<file path="src/rtl/push_arbiter.sv">
// First-press arbiter for a two-player reaction game.
// Synchronizes both buttons, detects presses, and decides win or tie per round.
module push_arbiter #(
    parameter int TIE_WIN = 2
) (
    input  logic clk,
    input  logic rst,
    input  logic pbl,
    input  logic pbr,
    input  logic clr,
    output logic winrnd,
    output logic right,
    output logic tie
);

    localparam int CW = (TIE_WIN < 1) ? 1 : $clog2(TIE_WIN + 1);
    localparam logic [CW-1:0] LAST = (TIE_WIN > 0) ? CW'(TIE_WIN - 1) : '0;

    typedef enum logic [1:0] {
        IDLE   = 2'd0,
        WINDOW = 2'd1,
        LOCK   = 2'd2
    } state_t;

    logic [1:0] sync_l;
    logic [1:0] sync_r;
    logic       prev_l;
    logic       prev_r;
    logic       edge_l;
    logic       edge_r;

    // Two-flop synchronizers plus a delayed copy for rising-edge detection
    always_ff @(posedge clk or posedge rst) begin
        if (rst) begin
            sync_l <= '0;
            sync_r <= '0;
            prev_l <= 1'b0;
            prev_r <= 1'b0;
        end else begin
            sync_l <= {sync_l[0], pbl};
            sync_r <= {sync_r[0], pbr};
            prev_l <= sync_l[1];
            prev_r <= sync_r[1];
        end
    end

    assign edge_l = sync_l[1] & ~prev_l;
    assign edge_r = sync_r[1] & ~prev_r;

    state_t        state;
    state_t        state_n;
    logic [CW-1:0] cnt;
    logic [CW-1:0] cnt_n;
    logic          side;
    logic          side_n;
    logic          win_n;
    logic          right_n;
    logic          tie_n;
    logic          opp;

    always_ff @(posedge clk or posedge rst) begin
        if (rst) begin
            state  <= IDLE;
            cnt    <= '0;
            side   <= 1'b0;
            winrnd <= 1'b0;
            right  <= 1'b0;
            tie    <= 1'b0;
        end else begin
            state  <= state_n;
            cnt    <= cnt_n;
            side   <= side_n;
            winrnd <= win_n;
            right  <= right_n;
            tie    <= tie_n;
        end
    end

    // side = 1 means the right button opened the window
    assign opp = side ? edge_l : edge_r;

    always_comb begin
        state_n = state;
        cnt_n   = cnt;
        side_n  = side;
        win_n   = 1'b0;
        right_n = right;
        tie_n   = tie;
        if (clr) begin
            state_n = IDLE;
            cnt_n   = '0;
            side_n  = 1'b0;
            right_n = 1'b0;
            tie_n   = 1'b0;
        end else begin
            unique case (state)
                IDLE: begin
                    if (edge_l && edge_r) begin
                        state_n = LOCK;
                        tie_n   = 1'b1;
                        right_n = 1'b0;
                        win_n   = 1'b1;
                    end else if (edge_l || edge_r) begin
                        if (TIE_WIN == 0) begin
                            state_n = LOCK;
                            right_n = edge_r;
                            tie_n   = 1'b0;
                            win_n   = 1'b1;
                        end else begin
                            state_n = WINDOW;
                            side_n  = edge_r;
                            cnt_n   = '0;
                        end
                    end
                end
                WINDOW: begin
                    // Counter stops one short of TIE_WIN, so it never wraps
                    if (opp) begin
                        state_n = LOCK;
                        tie_n   = 1'b1;
                        right_n = 1'b0;
                        win_n   = 1'b1;
                    end else if (cnt == LAST) begin
                        state_n = LOCK;
                        right_n = side;
                        tie_n   = 1'b0;
                        win_n   = 1'b1;
                    end else begin
                        cnt_n = cnt + CW'(1);
                    end
                end
                LOCK: begin
                    state_n = LOCK;
                end
                default: begin
                    state_n = IDLE;
                end
            endcase
        end
    end

endmodule

</file>
<file path="config.mk">
export PLATFORM = sky130hd
export DESIGN_NAME = push_arbiter
export DESIGN_NICKNAME = d
export VERILOG_FILES = /design/src/rtl/push_arbiter.sv
export SDC_FILE = /design/constraint.sdc
export NUM_CORES = 1
export LEC_CHECK = 0
export CORE_MARGIN = 2
export CORE_UTILIZATION = 53
export DETAILED_ROUTE_END_ITERATION = 10
export PLACE_DENSITY = 0.81
export SLEW_MARGIN = 30
export SYNTH_ARGS = -nofsm -noshare
export SYNTH_HDL_FRONTEND = slang
export SYNTH_SLANG_ARGS = --single-unit
export TNS_END_PERCENT = 50
</file>
<file path="constraint.sdc">
create_clock -name clk -period 1.6 [get_ports clk]
set_input_delay 0.16 -clock clk [delete_from_list [all_inputs] [get_ports clk]]
set_output_delay 0.16 -clock clk [all_outputs]
set_load 0.01 [all_outputs]
</file>
== Word-level counts from Yosys, hierarchy flattened ==
Cells that the tools add are included.
Widths: inputs -> output; s select.

* Register bits after elaboration: 14
* Input port bits: 5
* Output and inout bits: 3
* Word-level logic and storage cells: 68

* Add/subtract/negate cells: 1
* Equal/unequal tests: 11
* Mux-type cells: 32
* Bitwise logic cells: 4
* Reductions and logical operators: 10

{| class="wikitable"
|+ Operators with widths
! cell !! number
|-
| $mux 2 || 10
|-
| $mux 1 || 17
|-
| $ne 3x3->1 const B || 5
|-
| $ne 4x4->1 const B || 2
|-
| $pmux 1 s2 || 3
|-
| $pmux 2 s3 || 1
|-
| $reduce_and 3->1 || 2
|-
| $reduce_and 5->1 || 1
|-
| $eq 2x1->1 const B || 2
|-
| $pmux 2 s2 || 1
|-
| $reduce_bool 2->1 || 2
|-
| $reduce_bool 3->1 || 1
|-
| $add 2x1->2 const B || 1
|-
| $and 1x1->1 || 2
|-
| $eq 2x2->1 const B || 1
|-
| $logic_not 2->1 || 1
|-
| $ne 2x2->1 const B || 1
|-
| $not 1->1 || 2
|-
| $reduce_and 2->1 || 1
|-
| $logic_and 1x1->1 || 1
|-
| $logic_or 1x1->1 || 1
|}

== Logic depth before layout (Yosys ltp) ==
Gate-level depths: netlist of the first run.

* Depth in word-level cells: 7
* Depth in mapped cells: 7
* Depth with buffers taken out: 7

== Worst setup path before layout of the first run ==
No wires, ideal clock.

* Kind: register to register
* From: register state[1]
* To: register tie
* Setup time: 99 ps
* Arrival time: 1386 ps
* Required time: 1501 ps
* Setup slack: 114 ps
* Stages on the path, launching flop included: 8
* Path buffers: 0
* Clock period less this slack: 1486 ps
* Cell sequence: dfrtp_1 > inv_1 > ha_1 > nor2b_1 > a22oi_1 > o21ai_2 > nor2_1 > a311oi_1

* Cells in the longest elaborated chain, start to end: 3
* Elaborated cells on any way between the ends: 8
* Classes of those cells: 3 x eq/ne; 2 x mux; 3 x reduce/logical

{| class="wikitable"
|+ RTL lines
! item !! line !! source
|-
| start, declared || 50 || <nowiki>state_t state;</nowiki>
|-
| start signal, assigned || 70 || <nowiki>state <= state_n;</nowiki>
|-
| $eq 2x1->1 or $logic_not 2->1 (tied branches) || 96 || <nowiki>unique case (state)</nowiki>
|-
| $ne 4x4->1 (no line) (tied with other cells) || -- ||
|-
| $reduce_and 3->1 (no line) or $mux 1 (tied branches) || -- ||
|-
| end signal, assigned || 75 || <nowiki>tie <= tie_n;</nowiki>
|-
| end, declared || 13 || <nowiki>output logic tie</nowiki>
|}

Parallel ways exist; a longest one is shown, timed or not.
A chain may end at the register's enable or synchronous reset.

== Worst setup path in the final report of the first run ==
* From: register state[0]
* To: register tie

The elaborated chain is that of the path after synthesis.

==> results of run 1 <==
[final cells by class]
class                   instances  area (um2)
well taps                      15        18.8
fillers                        87         417
inverters                       6        22.5
clock buffers                   4        36.3
multi-input cells              46         358
repair buffers                 13         115
flip-flops and latches         14         350
[flip-flops by register name, summed over array words and instances (netlist names)]
name and count:
right 1, winrnd 1, side 1, cnt 2, prev_r 1, state 2, sync_r 2, tie 1
sync_l 2, prev_l 1
[report_power, final]
| group | internal [W] | switching [W] |
|---|---|---|
| registers | 0.000382 | 0.0000216 |
| logic | 0.000146 | 0.000173 |
| clock network | 0.000139 | 0.000118 |
[path summary, 6_finish.rpt]
path                       slack, ns  cells past startpoint        end
max in group asynchronous       1.04                      2       side
min reg2reg                     0.37                      0  sync_r[1]
min in group clk                0.31                      1  sync_l[0]
max reg2reg                     0.06                      6        tie
max                             0.06                      6        tie
min                             0.21                      2  sync_l[1]
[metrics by stage]
| stage | cells | cell area (um2) | TNS (ns) | total power [W] |
|---|---|---|---|---|
| floorplan | 69 | 759 | 0 | 0.000615 |
| global placement | 93 | 852 | 0 | 0.000693 |
| finish | 98 | 901 | 0 | 0.000978 |
| global route | 98 | 901 | -0.0265 | 0.00103 |
| CTS | 97 | 888 | 0 | 0.000965 |
| detailed placement | 93 | 852 | 0 | 0.000705 |
[what timing repair did]
action,4_1_cts,5_1_grt
setup endpoints to repair,0,2
gates resized for setup,0,2
hold endpoints to repair,0,0
buffers inserted,0,1
[cells in the final DEF, fill, tap and decap left out, drive strengths merged, types with 2 or more instances in the layout]
| cell type | netlist | routed |
|---|---|---|
| dfrtp | 14 | 14 |
| clkdlybuf4s50 | 0 | 7 |
| a21oi | 7 | 7 |
| inv | 6 | 6 |
| buf | 3 | 6 |
| nor2 | 5 | 5 |
| nand2 | 4 | 4 |
| o21ai | 4 | 4 |
| ha | 4 | 4 |
| clkbuf | 0 | 4 |
| nor2b | 3 | 3 |
| nand3 | 2 | 2 |
| mux2i | 2 | 2 |
[cell families (layout without fill, tap and decap cells)]
logic type,count (synthesis),count (layout)
simple gates,20,20
fa+ha+maj,4,4
compound gates,19,19
flops,14,14
buf+inv,9,23
xor+xnor,1,1
mux,2,2
[routing by layer]
layer | vias up | global-route usage (%) | wire [um]
met5 | - | 0 | 0
met3 | 3 | 3.91 | 38
met2 | 11 | 31.3 | 744
met1 | 282 | 25.4 | 723
li1 | 270 | - | -
met4 | 0 | 7.74 | 25
==> impl_results.md, run 1 <==
* Vias in the first global route at 553
* Placer congestion estimate at 0.874
* Tcrit/Tclk final at 96.2%
* Status: finished clean
* N_diodes at 0
* Clock transition at path regs at 0.08 ns
* CTS Root Cell: clkbuf_4
* Layout cells sized above 1 at 25.3%
* Tot GR Track Use at 19.4%
* Synthesis-to-layout area growth at 18.6%
* Clock Path Buffers at 2
* Initial detailed-routing violation count at 11
* Count leader, synth: dfrtp_1
* Sequential element share of the synthesized area at 46.1%
* Final clock skew at 0.00134 ns
* Synth Warn # at 0
* PwrDens at 1090 nW/um2
* ANT nets after route at 0
* Synth Area in XOR/XNOR at 1.15%
* Post-synth EDFFs at 0
* Synth Register Bits at 14
* CP Launch Point: state[0]
* Hold Fails Final Rpt at 0
* FMAX at 0.650 GHz
* DRC at 0
* Post-CTS Hold Buffers at 0
* Chip height at 41.9 um
* IO Pins at 8
* Critical path startpoint category: flip-flop
* Cell taking the most area after synthesis: dfrtp_1
* Syn Nets at 78
* Remaining Overflow, GRT at 0
* Worst slack, placed at 0.0890 ns
* Tmin final at 1.54 ns
* Syn avg cell area at 11.0 um2
* CTS Sinks at 14
* Initial antenna violation count at 0
* Largest net degree at the start of global routing at 15
* CP cell instances: buf_4 -> ha_1 -> nor2b_2 -> a22oi_1 -> o21ai_2 -> a311oi_1
* Pre-antenna DRT Iters at 4
* Maximum VDD drop at 624 uV
* Syn Inst Count at 69
* Layout Nets at 93
* Setup violations, final at 0
* H-tree depth at 1
* Die width at 41.9 um
* Area of the core at 1320 um2
* Total CTS buffers at 3
* Vias at 566
* Delay of the slowest critical-path stage at 0.41 ns
* Worst EP arrival at 1.73 ns
* Slowest cell on the critical path: dfrtp_1
* TritonCTS clock tree: done
* First-pass GRT wire length at 2520 um
* Area contributors post-synth: dfrtp_1 46%, ha_1 6.6%, buf_6 4.4%
* Mux cell area share after synthesis at 2.64%
* CP top delay family: compound AO/OA/AOI/OAI gates
* Post-synthesis simple-gate area fraction at 17.3%
* LEAKAGE at 0.407 nW
* Synth Area in Adders at 6.59%
* Post-synth cell types at 29
* Post-DP HPWL at 1080 um
* Worst Path Required at 1.79 ns
* Setup Crit Path Kind: flip-flop to flip-flop
* WL/cell at 15.6 um
* Pins Over Slew Limit at 0
* Synth cell count leaders: 14 x dfrtp_1, 6 x a21oi_1, 6 x inv_1
* PortBufs at 7
* Reg2reg start: state[0]
* Max FO, Critical Path at 3
* Max Cap Viol at 0
* Setup WS post-layout at 0.0606 ns
* HP Class: input pin to async pin
* Clk_lat worst skew at 0.28 ns
* Syn Std Cell Area at 759 um2
* Vias per cell at 5.78
* Hold_ws at 0.210 ns
* Share of the synthesized area in the top cell type at 46.1%
* Max_slew headroom at 64.5%
* Detailed Route WL at 1530 um
* Worst slew pin tran at 0.532 ns
* Main flop type after synthesis: dfrtp_1
* Placement Rows at 13
* Setup crit end kind: flip-flop
* Post-synthesis async set-or-reset flop share at 100%
* CP bufs+invs at 1
* Initial Util at 57.6%
* Synth Area in Compound Gates at 18.8%
* Main combinational cell family by area after synthesis: compound AO/OA/AOI/OAI gates
* Die area at 1750 um2
* Post-route core utilization at 68.4%
(Power assumes the default switching activity.)
==> run 2: changes to the inputs <==
Settings changed: CTS_CLUSTER_SIZE set to 16.
==> results of run 2 <==
No change in the layout: final DEF, timing and power equal those of run 1.
